===== config.mk =====
export PLATFORM = sky130hd
export DESIGN_NAME = adam_dom_sequencer
export DESIGN_NICKNAME = d
export VERILOG_FILES = /design/src/rtl/adam_dom_sequencer_pkg.sv /design/src/rtl/adam_dom_sequencer_timer.sv /design/src/rtl/adam_dom_sequencer.sv
export SDC_FILE = /design/constraint.sdc
export NUM_CORES = 1
export LEC_CHECK = 0
export ABC_AREA = 1
export CORE_UTILIZATION = 52
export DETAILED_ROUTE_END_ITERATION = 8
export GPL_TIMING_DRIVEN = 0
export HOLD_SLACK_MARGIN = 0.12
export PLACE_DENSITY = 0.86
export SYNTH_ARGS = -nofsm -noshare
export SYNTH_HDL_FRONTEND = slang
export SYNTH_HIERARCHICAL = 1
export SYNTH_SLANG_ARGS = --single-unit

===== constraint.sdc =====
create_clock -name clk_i -period 2.61 [get_ports clk_i]
set_clock_uncertainty 0.1 [all_clocks]
set_input_delay 0.783 -clock clk_i [delete_from_list [all_inputs] [get_ports clk_i]]
set_output_delay 0.783 -clock clk_i [all_outputs]
set_load 0.01 [all_outputs]

===== src/rtl/adam_dom_sequencer_pkg.sv =====
// Shared types for the domain power-up / pause sequencer.
package adam_dom_sequencer_pkg;

   // Sequencer phases, in the order a normal power-up walks through them.
   typedef enum logic [2:0] {
      ST_INIT,
      ST_REL,
      ST_RESUME,
      ST_RUN,
      ST_PAUSE,
      ST_PAUSED,
      ST_ERR
   } dom_seq_state_t;

   // Command remembered while a sequence is still in progress.
   typedef enum logic [1:0] {
      CMD_NONE,
      CMD_PAUSE,
      CMD_RESUME
   } dom_seq_cmd_t;

   // Width of a domain index; never narrower than one bit.
   function automatic int unsigned idx_width(input int unsigned n);
      return (n > 1) ? $clog2(n) : 1;
   endfunction

endpackage


===== src/rtl/adam_dom_sequencer_timer.sv =====
// Clearable up-counter with a terminal-value flag; serves both the reset
// hold time and the per-domain handshake timeout.
module adam_dom_sequencer_timer #(
   parameter int unsigned WIDTH = 8
) (
   input  logic             clk_i,
   input  logic             rst_ni,
   input  logic             clr_i,
   input  logic             inc_i,
   input  logic [WIDTH-1:0] term_val_i,
   output logic             term_o
);

   logic [WIDTH-1:0] cnt_q;

   // Count register: clear has priority over increment.
   always_ff @(posedge clk_i or negedge rst_ni) begin
      if (!rst_ni) begin
         cnt_q <= '0;
      end else if (clr_i) begin
         cnt_q <= '0;
      end else if (inc_i) begin
         cnt_q <= cnt_q + WIDTH'(1);
      end
   end

   assign term_o = (cnt_q == term_val_i);

endmodule


===== src/rtl/adam_dom_sequencer.sv =====
// Power-up and pause sequencer for the SoC clock/power domains: holds all
// domain resets, releases them one per cycle, then walks the pause req/ack
// handshake up (resume) or down (pause) the domain list.
module adam_dom_sequencer
   import adam_dom_sequencer_pkg::*;
#(
   parameter int unsigned NO_DOMS    = 2,
   parameter int unsigned RST_CYCLES = 16,
   parameter int unsigned TIMEOUT    = 1024
) (
   input  logic                           clk_i,
   input  logic                           rst_ni,
   input  logic                           pause_i,
   input  logic                           resume_i,
   output logic [NO_DOMS-1:0]             dom_rst_o,
   output logic [NO_DOMS-1:0]             dom_pause_req_o,
   input  logic [NO_DOMS-1:0]             dom_pause_ack_i,
   output logic                           busy_o,
   output logic                           running_o,
   output logic                           err_o,
   output logic [idx_width(NO_DOMS)-1:0]  err_dom_o
);

   localparam int unsigned KW      = idx_width(NO_DOMS);
   localparam int unsigned CNT_MAX = (RST_CYCLES > TIMEOUT) ? RST_CYCLES : TIMEOUT;
   localparam int unsigned TW      = $clog2(CNT_MAX + 1);
   localparam logic [KW-1:0] LAST  = KW'(NO_DOMS - 1);

   dom_seq_state_t   state_q, state_d;
   dom_seq_cmd_t     pend_q, pend_d, pend_l, cmd_in;
   logic [KW-1:0]    k_q, k_d;
   logic [KW-1:0]    err_dom_q, err_dom_d;
   logic [NO_DOMS-1:0] dom_rst_q, dom_rst_d;
   logic [NO_DOMS-1:0] req_q, req_d;
   logic             tmr_clr, tmr_inc, tmr_term;
   logic [TW-1:0]    tmr_term_val;

   // The same counter times the reset hold in INIT and the ack wait elsewhere.
   assign tmr_term_val = (state_q == ST_INIT) ? TW'(RST_CYCLES - 1) : TW'(TIMEOUT - 1);

   adam_dom_sequencer_timer #(
      .WIDTH (TW)
   ) u_timer (
      .clk_i      (clk_i),
      .rst_ni     (rst_ni),
      .clr_i      (tmr_clr),
      .inc_i      (tmr_inc),
      .term_val_i (tmr_term_val),
      .term_o     (tmr_term)
   );

   // State and sequencing registers.
   always_ff @(posedge clk_i or negedge rst_ni) begin
      if (!rst_ni) begin
         state_q   <= ST_INIT;
         pend_q    <= CMD_NONE;
         k_q       <= '0;
         err_dom_q <= '0;
         dom_rst_q <= '1;
         req_q     <= '1;
      end else begin
         state_q   <= state_d;
         pend_q    <= pend_d;
         k_q       <= k_d;
         err_dom_q <= err_dom_d;
         dom_rst_q <= dom_rst_d;
         req_q     <= req_d;
      end
   end

   // Next-state logic; req_q records each domain's level once its ack lands,
   // so ERR can freeze the request pattern exactly as last driven.
   always_comb begin
      state_d   = state_q;
      pend_d    = pend_q;
      k_d       = k_q;
      err_dom_d = err_dom_q;
      dom_rst_d = dom_rst_q;
      req_d     = req_q;
      tmr_clr   = 1'b0;
      tmr_inc   = 1'b0;
      cmd_in    = pause_i ? CMD_PAUSE : (resume_i ? CMD_RESUME : CMD_NONE);
      pend_l    = (cmd_in != CMD_NONE) ? cmd_in : pend_q;
      unique case (state_q)
         ST_INIT: begin
            pend_d = pend_l;
            if (tmr_term) begin
               state_d = ST_REL;
               k_d     = '0;
               tmr_clr = 1'b1;
            end else begin
               tmr_inc = 1'b1;
            end
         end
         ST_REL: begin
            pend_d         = pend_l;
            tmr_clr        = 1'b1;
            dom_rst_d[k_q] = 1'b0;
            if (k_q == LAST) begin
               state_d = ST_RESUME;
               k_d     = '0;
            end else begin
               k_d = k_q + KW'(1);
            end
         end
         ST_RESUME: begin
            pend_d = pend_l;
            if (!dom_pause_ack_i[k_q]) begin
               req_d[k_q] = 1'b0;
               tmr_clr    = 1'b1;
               if (k_q == LAST) begin
                  state_d = ST_RUN;
                  k_d     = '0;
                  if (pend_l == CMD_RESUME) pend_d = CMD_NONE;
               end else begin
                  k_d = k_q + KW'(1);
               end
            end else if (tmr_term) begin
               state_d    = ST_ERR;
               err_dom_d  = k_q;
               req_d[k_q] = 1'b0;
            end else begin
               tmr_inc = 1'b1;
            end
         end
         ST_RUN: begin
            if (pause_i || (pend_q == CMD_PAUSE)) begin
               state_d = ST_PAUSE;
               k_d     = LAST;
               pend_d  = CMD_NONE;
               tmr_clr = 1'b1;
            end
         end
         ST_PAUSE: begin
            pend_d = pend_l;
            if (dom_pause_ack_i[k_q]) begin
               req_d[k_q] = 1'b1;
               tmr_clr    = 1'b1;
               if (k_q == '0) begin
                  state_d = ST_PAUSED;
                  if (pend_l == CMD_PAUSE) pend_d = CMD_NONE;
               end else begin
                  k_d = k_q - KW'(1);
               end
            end else if (tmr_term) begin
               state_d    = ST_ERR;
               err_dom_d  = k_q;
               req_d[k_q] = 1'b1;
            end else begin
               tmr_inc = 1'b1;
            end
         end
         ST_PAUSED: begin
            if (resume_i || (pend_q == CMD_RESUME)) begin
               state_d = ST_RESUME;
               k_d     = '0;
               pend_d  = CMD_NONE;
               tmr_clr = 1'b1;
            end
         end
         ST_ERR: begin
         end
         default: begin
         end
      endcase
   end

   // Outputs: the domain under handshake sees its target level immediately.
   always_comb begin
      dom_rst_o       = dom_rst_q;
      dom_pause_req_o = req_q;
      if (state_q == ST_RESUME) begin
         dom_pause_req_o[k_q] = 1'b0;
      end else if (state_q == ST_PAUSE) begin
         dom_pause_req_o[k_q] = 1'b1;
      end
      busy_o    = (state_q != ST_RUN) && (state_q != ST_PAUSED);
      running_o = (state_q == ST_RUN);
      err_o     = (state_q == ST_ERR);
      err_dom_o = err_dom_q;
   end

endmodule

==> impl_metrics.tcl <==
set metrics [dict create \
    outcome "finished with violations" \
    violations "setup timing" \
    synthFlopType "dfrtp_1" \
    crit_fanout 7 \
    wl_met3_um 263 \
    crit_slowest_cell "dfrtp_1" \
    wl_met1_mm 1.98 \
    clock_sinks 22 \
    syn-mean-instance-area_um2 6.78 \
    drc 0 \
    drive_above_1_share_pct 23.9 \
    num_rows 20 \
    mostFrequentLayoutCells "68 x nand2_1, 32 x nor2_1, 28 x inv_1" \
    path_delay_family "simple AND/OR/NAND/NOR gates" \
    h-tree-depth 1 \
    gp_congestion 0.905 \
    setup_total_negative_slack_ns -0.220 \
    vias_per_cell 5.27 \
    routed_wl_mm 4.40 \
    final_common_cell "nand2_1" \
    antenna_cells 0 \
    max_freq_mhz 373 \
    ir_drop_mv 0.549 \
    yosys.area.top_type "dfrtp_1" \
    start_util_pct 55.3 \
    synth_edf_count 0 \
    syn_to_final_growth_pct 29.2 \
    slew-limit-headroom_pct 34.0 \
    worst-r2r-setup-slack_ns -0.07 \
    synth.mux.area_fraction_pct 0.584 \
    critPathLaunch "state_q[0]" \
    grt_pass1_vias 1385 \
    finalMaxSlewViolations 0 \
    worstMarginPinSlew_ns 0.987 \
    powerDensity_nw_per_um2 1020 \
    finalSetupViolCount 5 \
    die-area_um2 3530 \
    rsz0062_at_grt "true" \
    utilization_pct 71.5 \
    ant_nets 0 \
    start_kind "register" \
    clk_latency_ns 0.32 \
    vias 1755 \
    ys_seq_area_share_pct 32.4 \
    cts_tree "built" \
    fp.dieH_um 59.4 \
    synth_compound_area_share_pct 9.77 \
    crit_chain "buf_6 > nor2_4 > buf_6 > nand2_8 > xnor2_2 > nand2_1 > nor2_1 > nand2_1 > nor2_4 > inv_2 > o21ai_2 > inv_2 > a31oi_4 > nor2_4 > nor2_4 > buf_4 > o21ai_0 > a21oi_1" \
    first_pass_iters 5 \
    synth_warnings 6 \
    cts_root_buf "clkbuf_4" \
    synthTopCellsByArea "dfrtp_1 26%, nand2_1 15%, nor2_1 7.7%" \
    grt.total_usage_pct 23.8 \
    path_class "reg -> reg" \
    syn_inst 253 \
    cp_num_cells 18 \
    crit_end "u_timer/cnt_q[2]" \
    dp_cells 313 \
    arrival_ns 2.82 \
    synth-xor-area-share_pct 6.13 \
    route.top_layer_used "met4" \
    core_um2 3100 \
    hpwl_mm 2.59 \
    stdcell_area_um2 2220 \
    synth_cell_types 33 \
    synth_fa_ha_area_share_pct 2.19 \
    synth_top_area_share_pct 26.3 \
    wl_met2_mm 2.09 \
    cp_num_buf_inv 5 \
    grt_pass1_wl_mm 6.33 \
    r2r-end "u_timer/cnt_q[2]" \
    final_cells 333 \
    cts_hold_buf 0 \
    cts_buffer_depth 2 \
    hp-class "reg -> reg" \
    min_period_over_period_pct 103 \
    fin_total_pwr_mw 2.26 \
    cp.required_ns 2.75 \
    cts_made_buffers 3 \
    antenna_found_initial 0 \
    syn_area_um2 1720 \
    rr_startpoint "state_q[0]" \
    ios 14 \
    path_common_cell "nor2_4" \
    reg2regPathDepth 18 \
    synthSimpleGateAreaFrac_pct 38.4 \
    placed_area_um2 1920 \
    p_leak_nw 1.13 \
    clk_pin_slew_ns 0.14 \
    hold_viol 0 \
    crit_path_end_kind "register" \
    io_buffers 13 \
    die_w_um 59.4 \
    fillers 239 \
    fin_crit_ns 2.68 \
    grt.overflow.total 0 \
    yosys_register_bits 22 \
    drv_cap 0 \
    fin_ws_ns -0.0707 \
    synth_top_family_by_area "simple AND/OR/NAND/NOR gates" \
    routedWlPerCell_um 13.2 \
    dr.first_iter.drc_count 97 \
    grt_max_degree 23 \
    synthArstFlopShare_pct 100 \
    nets 299 \
    max_stage_delay_ns 0.40 \
]
==> per-stage QoR <==
stage	hold WS, ns	setup WS [ns]
final	0.378	-0.0707
after CTS	0.376	-0.0513
after global routing	0.409	-0.191
after detailed placement	0.356	-0.345
after global placement	0.353	-0.282
after floorplan	0.342	0.0599
==> Yosys cell counts (4+ instances only) <==
cell type,n
nand3_2,5
dfrtp_1,18
nand3_1,14
dfstp_2,4
nand2_1,69
xnor2_1,11
inv_1,32
nor2_4,4
nor2_1,35
nor2_2,4
a21oi_1,6
o21ai_0,13
nand2_2,5
nand4_1,4
==> kinds of logic (layout without fill, tap and decap cells) <==
logic type                 Yosys count  in the layout
DFF                                 22             22
adders and majority gates            3              3
and+or+nand+nor                    143            143
muxes                                1              1
buffers and inverters               40             73
other                                2              5
xor gates and xnor gates            12             12
AOI/OAI and AO/OA                   30             30
==> sequential cells by signal, indices dropped and copies added (netlist names), named ones only <==
register / cells
k_q: 1
pend_q: 2
state_q: 3
u_timer/cnt_q: 11
req_q: 1
err_dom_o: 1
dom_rst_o: 2
==> routing by layer <==
metal  up-vias  global-route usage, %
met4         0                   6.46
li1        861                      -
met5         -                      0
met3         7                   2.62
met2        70                   38.0
met1       817                   34.0
==> power by group <==
group	switching (mW)	internal [mW]	leakage (nW)
Combinational	0.887	0.622	0.823
Sequential	0.0650	0.419	0.282
Clock	0.116	0.155	0.0279
Total	1.07	1.20	1.13
==> tightest hold or removal path, stage by stage, from the launching register on <==
cell and delay [ns]:
dfstp_2 0.39, nand2_1 0.05, nand2_1 0.05
==> layout make-up <==
type	count	area (um^2)	area share [%]
Multi-Input combinational cell	194	1100	49.8
Sequential cell	22	557	25.1
Timing Repair Buffer	28	262	11.8
Inverter	37	146	6.60
Tap cell	44	55.1	2.48
Buffer	3	33.8	1.52
Clock inverter	1	30.0	1.35
Clock buffer	3	22.5	1.02
Timing Repair inverter	1	7.51	0.339
==> repair_timing <==
action	4_1_cts	5_1_grt
hold endpoints to repair	0	0
setup buffers	7	8
setup endpoints to repair	15	15
gates cloned	0	1
gates resized for setup	15	21
pin swaps	7	14
==> worst min path at each step <==
stage	startpoint	slack, ns	to	cells past startpoint
finish	req_q[0]	0.38	req_q[0]	2
global route	dom_rst_o[0]	0.41	dom_rst_o[0]	1
CTS	req_q[0]	0.38	req_q[0]	2
detailed placement	register	0.36	register	2
global placement	req_q[0]	0.35	req_q[0]	2
floorplan	req_q[0]	0.34	req_q[0]	2
(Power assumes the default switching activity.)
